[config.mk]
export PLATFORM = sky130hd
export DESIGN_NAME = sample_slot_sequencer
export DESIGN_NICKNAME = d
export VERILOG_FILES = /design/src/rtl/sample_slot_sequencer.sv
export SDC_FILE = /design/constraint.sdc
export NUM_CORES = 1
export LEC_CHECK = 0
export ABC_AREA = 1
export CELL_PAD_IN_SITES_DETAIL_PLACEMENT = 0
export CELL_PAD_IN_SITES_GLOBAL_PLACEMENT = 1
export CORE_MARGIN = 8
export CORE_UTILIZATION = 40
export CTS_BUF_LIST = sky130_fd_sc_hd__clkbuf_4 sky130_fd_sc_hd__clkbuf_8
export DETAILED_ROUTE_END_ITERATION = 16
export GPL_ROUTABILITY_DRIVEN = 0
export PLACE_DENSITY_LB_ADDON = 0.3
export RECOVER_POWER = 100
export SYNTH_ARGS = -nofsm -noshare
export SYNTH_HDL_FRONTEND = slang
export SYNTH_SLANG_ARGS = --single-unit
[constraint.sdc]
create_clock -name clk -period 4.63 [get_ports clk]
set_clock_uncertainty 0.2 [all_clocks]
set_input_delay 1.1575 -clock clk [delete_from_list [all_inputs] [get_ports clk]]
set_output_delay 1.1575 -clock clk [all_outputs]
set_load 0.02 [all_outputs]
[src/rtl/sample_slot_sequencer.sv]
// Sample-slot timing generator: a runtime-loadable prescaler steps a slot index
// through NUM_SLOTS positions per frame, in continuous or one-shot frame mode.
//
// state | meaning
// IDLE  | stopped; threshold may be loaded, waits for start
// RUN   | prescaler counting, slot advancing while enable is high
module sample_slot_sequencer #(
    parameter int CNT_W             = 32,
    parameter int NUM_SLOTS         = 64,
    parameter int SLOT_W            = 6,
    parameter int DEFAULT_THRESHOLD = 8192
) (
    input  logic              clk,
    input  logic              rst,
    input  logic              start,
    input  logic              stop,
    input  logic              enable,
    input  logic              oneshot,
    input  logic              load_thr,
    input  logic [CNT_W-1:0]  thr_in,
    output logic [SLOT_W-1:0] slot,
    output logic              tick,
    output logic              frame_done,
    output logic              busy,
    output logic [CNT_W-1:0]  thr
);

    localparam logic ST_IDLE = 1'b0;
    localparam logic ST_RUN  = 1'b1;

    localparam logic [SLOT_W-1:0] LAST_SLOT = SLOT_W'(NUM_SLOTS - 1);
    localparam logic [CNT_W-1:0]  THR_RST   = CNT_W'(DEFAULT_THRESHOLD);

    logic             state;
    logic             mode;
    logic [CNT_W-1:0] counter;

    // state is itself a flop, so busy stays a registered output
    assign busy = (state == ST_RUN);

    always_ff @(posedge clk) begin
        if (rst) begin
            state      <= ST_IDLE;
            mode       <= 1'b0;
            counter    <= '0;
            slot       <= '0;
            tick       <= 1'b0;
            frame_done <= 1'b0;
            thr        <= THR_RST;
        end else begin
            tick       <= 1'b0;
            frame_done <= 1'b0;
            case (state)
                ST_IDLE: begin
                    if (load_thr) begin
                        thr <= thr_in;
                    end
                    if (start) begin
                        state   <= ST_RUN;
                        counter <= '0;
                        slot    <= '0;
                        mode    <= oneshot;
                    end
                end
                ST_RUN: begin
                    if (stop) begin
                        state   <= ST_IDLE;
                        counter <= '0;
                        slot    <= '0;
                    end else if (enable) begin
                        // thr is frozen in RUN, so equality is a safe terminal count
                        if (counter == thr) begin
                            counter <= '0;
                            tick    <= 1'b1;
                            if (slot == LAST_SLOT) begin
                                slot       <= '0;
                                frame_done <= 1'b1;
                                if (mode) begin
                                    state <= ST_IDLE;
                                end
                            end else begin
                                slot <= slot + SLOT_W'(1);
                            end
                        end else begin
                            counter <= counter + CNT_W'(1);
                        end
                    end
                end
                default: begin
                    state <= ST_IDLE;
                end
            endcase
        end
    end

endmodule

---- Yosys cells after proc, flatten, opt, wreduce, memory -nomap -nowiden ----
Cells that the tools add are included.
operators by class
  reductions and logical operators ........ 6
  add/subtract/negate cells ............... 2
  bitwise operators ....................... 3
  equality and inequality tests ........... 5
  mux-type cells .......................... 20
operator list
  kind                                                                     count
  32-bit two-way mux                                                       4
  32-bit one-hot mux with 2 select lines                                   1
  32-bit by 1-bit adder with 32-bit output, second input constant          1
  32-bit equality test                                                     1
  6-bit two-way mux                                                        5
  6-bit one-hot mux with 2 select lines                                    1
  1-bit two-way mux                                                        8
  6-bit by 1-bit adder with 6-bit output, second input constant            1
  6-bit equality test, second input constant                               1
  2-bit AND reduction                                                      3
  5-bit OR reduction                                                       1
  4-bit OR reduction                                                       1
  3-bit by 2-bit inequality test with 1-bit output, second input constant  1
  3-bit inequality test, second input constant                             1
  1-bit NOT                                                                3
  3-bit AND reduction                                                      1
  2-bit inequality test, second input constant                             1
  1-bit one-hot mux with 2 select lines                                    1
storage, ports and cells
  bits in registers ....................... 74
  output and inout port bits .............. 41
  bits of input ports ..................... 39
  logic and storage cells ................. 43

---- Longest topological paths before layout ----
  depth after elaboration ................. 6
  gate-level depth with buffers ........... 13
  mapped depth without buffers ............ 12

---- Least setup slack after synthesis ----
Ideal clock, no wire load.
  kind .................................... input to register
  from .................................... input enable
  to ...................................... register counter[24]
  setup time .............................. 0.118 ns
  stages on the path ...................... 11
  path slack .............................. 2.131 ns
  buffers on the path ..................... 0
  data required time ...................... 4.312 ns
  arrival ................................. 2.181 ns
  cell sequence ........................... inv_2 > nand2_1 > nand2_1 > nand2_4 > inv_4 > nor2_4 > nand2_1 > nor2_2 > nand2_1 > xor2_1 > nor2_4
on the way
  longest elaborated chain between the ends .. 2
RTL lines
  item                             line  source
  start: declaration               17    input logic enable,
  3-bit inequality test (no line)  n/a
  2-bit AND reduction (no line)    n/a
  end signal: assignment           85    counter <= counter + CNT_W'(1);
  end: declaration                 36    logic [CNT_W-1:0] counter;
No other way between the ends.
A chain may end at the register's enable or synchronous reset.

==> reports/qor.csv <==
stage;metric;value;unit
routing;drt-wirelength-per-cell;13.3;microns
sta;slew_headroom;47.7;%
pwr;p_int;1.10;mW
grt;grt_usage;15.1;%
worst_setup_path;crit_fanout;20;
grt;global_route.usage.met2;25.1;%
final_layout;syn2layout_area_growth;22.7;%
final_layout;mostFrequentLayoutCells;nand2_1, nor2_1, dfxtp_1, dlygate4sd3_1;
pwr;pwr-share-comb;16.6;%
die;die_w;116;microns
synth;yosys_warnings;0;
grt;grt_pass1_vias;3349;
routing;drtIter0Drc;135;
clocking;tritoncts;yes;
routing;drc;0;
pwr;power_density;308;nW/um^2
die;core;9730;sq um
sta;worst_slack;1370;ps
worst_setup_path;cp_data_arrival_time;3340;ps
sta;setup_tns;0;ps
synth;synthCells;515;
final_layout;drive_above_1_share;9.21;%
sta;max_freq;0.306;GHz
final_layout;fin_nets;633;
clocking;cts_sinks;74;
sta;tightest_slew;784;ps
synth;yosys_register_bits;74;
die;die_h;116;microns
worst_setup_path;worst_path_largest_cell_delay;660;ps
worst_setup_path;critPathRequiredTime;4710;ps
clocking;clockBufferDepth;2;
pwr;total_power;1.50;mW
clocking;htreeDepth;3;
place;place_area;4830;sq um
place;dp_cells;714;
sta;period_share;70.5;%
sta;rsz0062_at_grt;false;
grt;grt_max_degree;43;
synth;synth_top_area_share;37.3;%
routing;postRouteAntennaNets;0;
clocking;post_cts_buffers;0;
place;io_buffer_count;79;
worst_setup_path;cp-end-kind;flop;
clocking;cts_resized;0;
grt;antenna_found_initial;0;
grt;busiest_layer;met2;
flow_run;cap_violations;0;
synth;avgSynthCellArea;7.71;sq um
final_layout;final_common_cell;nand2_1;
sta;hold_slack;285;ps
final_layout;antenna_cells;0;
worst_setup_path;r2r-start;counter[10];
synth;syn_area;3970;sq um
worst_setup_path;rr_endpoint;counter[3];
grt;use_met1;19.0;%
routing;route.vias.total;3392;
synth;yosys.area.top_type;dfxtp_1;
routing;drtPass1Iterations;4;
pwr;ir_drop;209;uV
clocking;numCtsBuffers;9;
outcome;outcome;finished clean;
pwr;p_clk_share;37.4;%
sta;finalSetupViolations;0;
pwr;power_switching;405;uW
worst_setup_path;worst_path_max_delay_cell;clkbuf_1;
worst_setup_path;r2r_cells;10;
pwr;pwr-share-seq;46.1;%
clocking;holdBufCountCts;0;
die;die_area;13400;sq um
clocking;ctsRootBufferMaster;clkbuf_8;
synth;synth_nets;556;
grt;grt.overflow.total;0;
worst_setup_path;path_cells;dlygate4sd3_1, inv_1, clkbuf_1, o21ai_0, a21oi_1;
final_layout;final_core_util;50.1;%
die;ios;80;
worst_hold_path;hold_path_class;reg2reg;
place;pre_cts_slack;1350;ps
routing;drt_wl_total;9720;microns
grt;use_met3;3.65;%
synth;yosysSeqAreaShare;37.3;%
final_layout;final_area;4870;sq um
clocking;clk_pin_slew;80;ps
synth;synthTopCellsByArea;dfxtp_1, nand2_1, nor2_4;
synth;synth_cell_types;34;
pwr;p_leak;1.86;nW
sta;period_needed;3260;ps
grt;grt_pass1_wl;16200;microns
pwr;switching_share;27.0;%
final_layout;final_cell_count_no_fill;730;
worst_setup_path;critPathLaunch;rst;
routing;routed_via_density;4.65;
clocking;clock_latency;340;ps
worst_setup_path;rrSetupSlack;2110;ps
worst_setup_path;crit_end;thr[21];
sta;slew_viol_final;0;
die;start_util;40.8;%
worst_setup_path;cp-start-kind;primary input;
die;rows;36;
worst_setup_path;crit_type;in2reg;
place;place_hpwl;7470;microns
sta;finalHoldViolCount;0;
==> routing by layer <==
layer	wire length, microns	up-vias	share of wire (%)
met5	0	-	0
met4	91	0	0.94
met3	418	11	4.3
met2	4550	59	47
met1	4660	1532	48
li1	-	1790	-
==> cell families after synthesis <==
logic type	count (synthesis)	synth area share [%]
buf+inv	57	6.90
simple gates	274	36.3
xor+xnor	50	11.2
fa+ha+maj	2	0.630
flops	74	37.3
compound gates	58	7.66
==> state kept, by name (all words and copies together) (netlist names) <==
| register | count |
|---|---|
| counter | 32 |
| thr | 32 |
| tick | 1 |
| frame_done | 1 |
| slot | 6 |
| busy | 1 |
| mode | 1 |
==> cells in the mapped netlist, drive strengths merged <==
library cell	instances
xnor2	30
o32ai	2
dfxtp	74
nand2	110
clkbuf	9
a31oi	1
nor4	3
buf	6
a31o	1
inv	42
o21ai	35
o22ai	1
or2	1
a21oi	18
nand4	9
nor3	14
nor2	116
xor2	20
nand3	20
ha	2
or3	1
==> power groups by stage <==
stage / logic [mW] / clock network [mW] / registers, mW
final: 0.249 / 0.561 / 0.692
after global routing: 0.277 / 0.606 / 0.697
after CTS: 0.279 / 0.577 / 0.694
after detailed placement: 0.278 / 0 / 0.709
after global placement: 0.275 / 0 / 0.709
after floorplan: 0.142 / 0 / 0.737
==> worst max-delay path, delay by kind of cell <==
kind | cells | cell delay [ps]
buffers and inverters | 3 | 1810
AOI/OAI and AO/OA | 2 | 370
==> worst min-delay path by stage <==
| stage | slack [ps] | end | start | depth (start not counted) |
|---|---|---|---|---|
| after global routing | 310 | thr[21] | thr[21] | 2 |
| final | 290 | thr[21] | thr[21] | 2 |
| after global placement | 270 | thr[20] | thr[20] | 2 |
| after CTS | 290 | thr[21] | thr[21] | 2 |
| after detailed placement | 280 | slot[4] | slot[4] | 2 |
| after floorplan | 250 | mode | mode | 2 |
==> layout make-up <==
cell class,instances,area (sq um)
flip-flops and latches,74,1480
well taps,133,166
fillers,1059,4860
clock inverters,5,77.6
clock buffers,11,145
repair buffers,81,802
multi-input cells,384,2040
inverters,42,160
No activity file was read; power rests on OpenSTA's default activity.
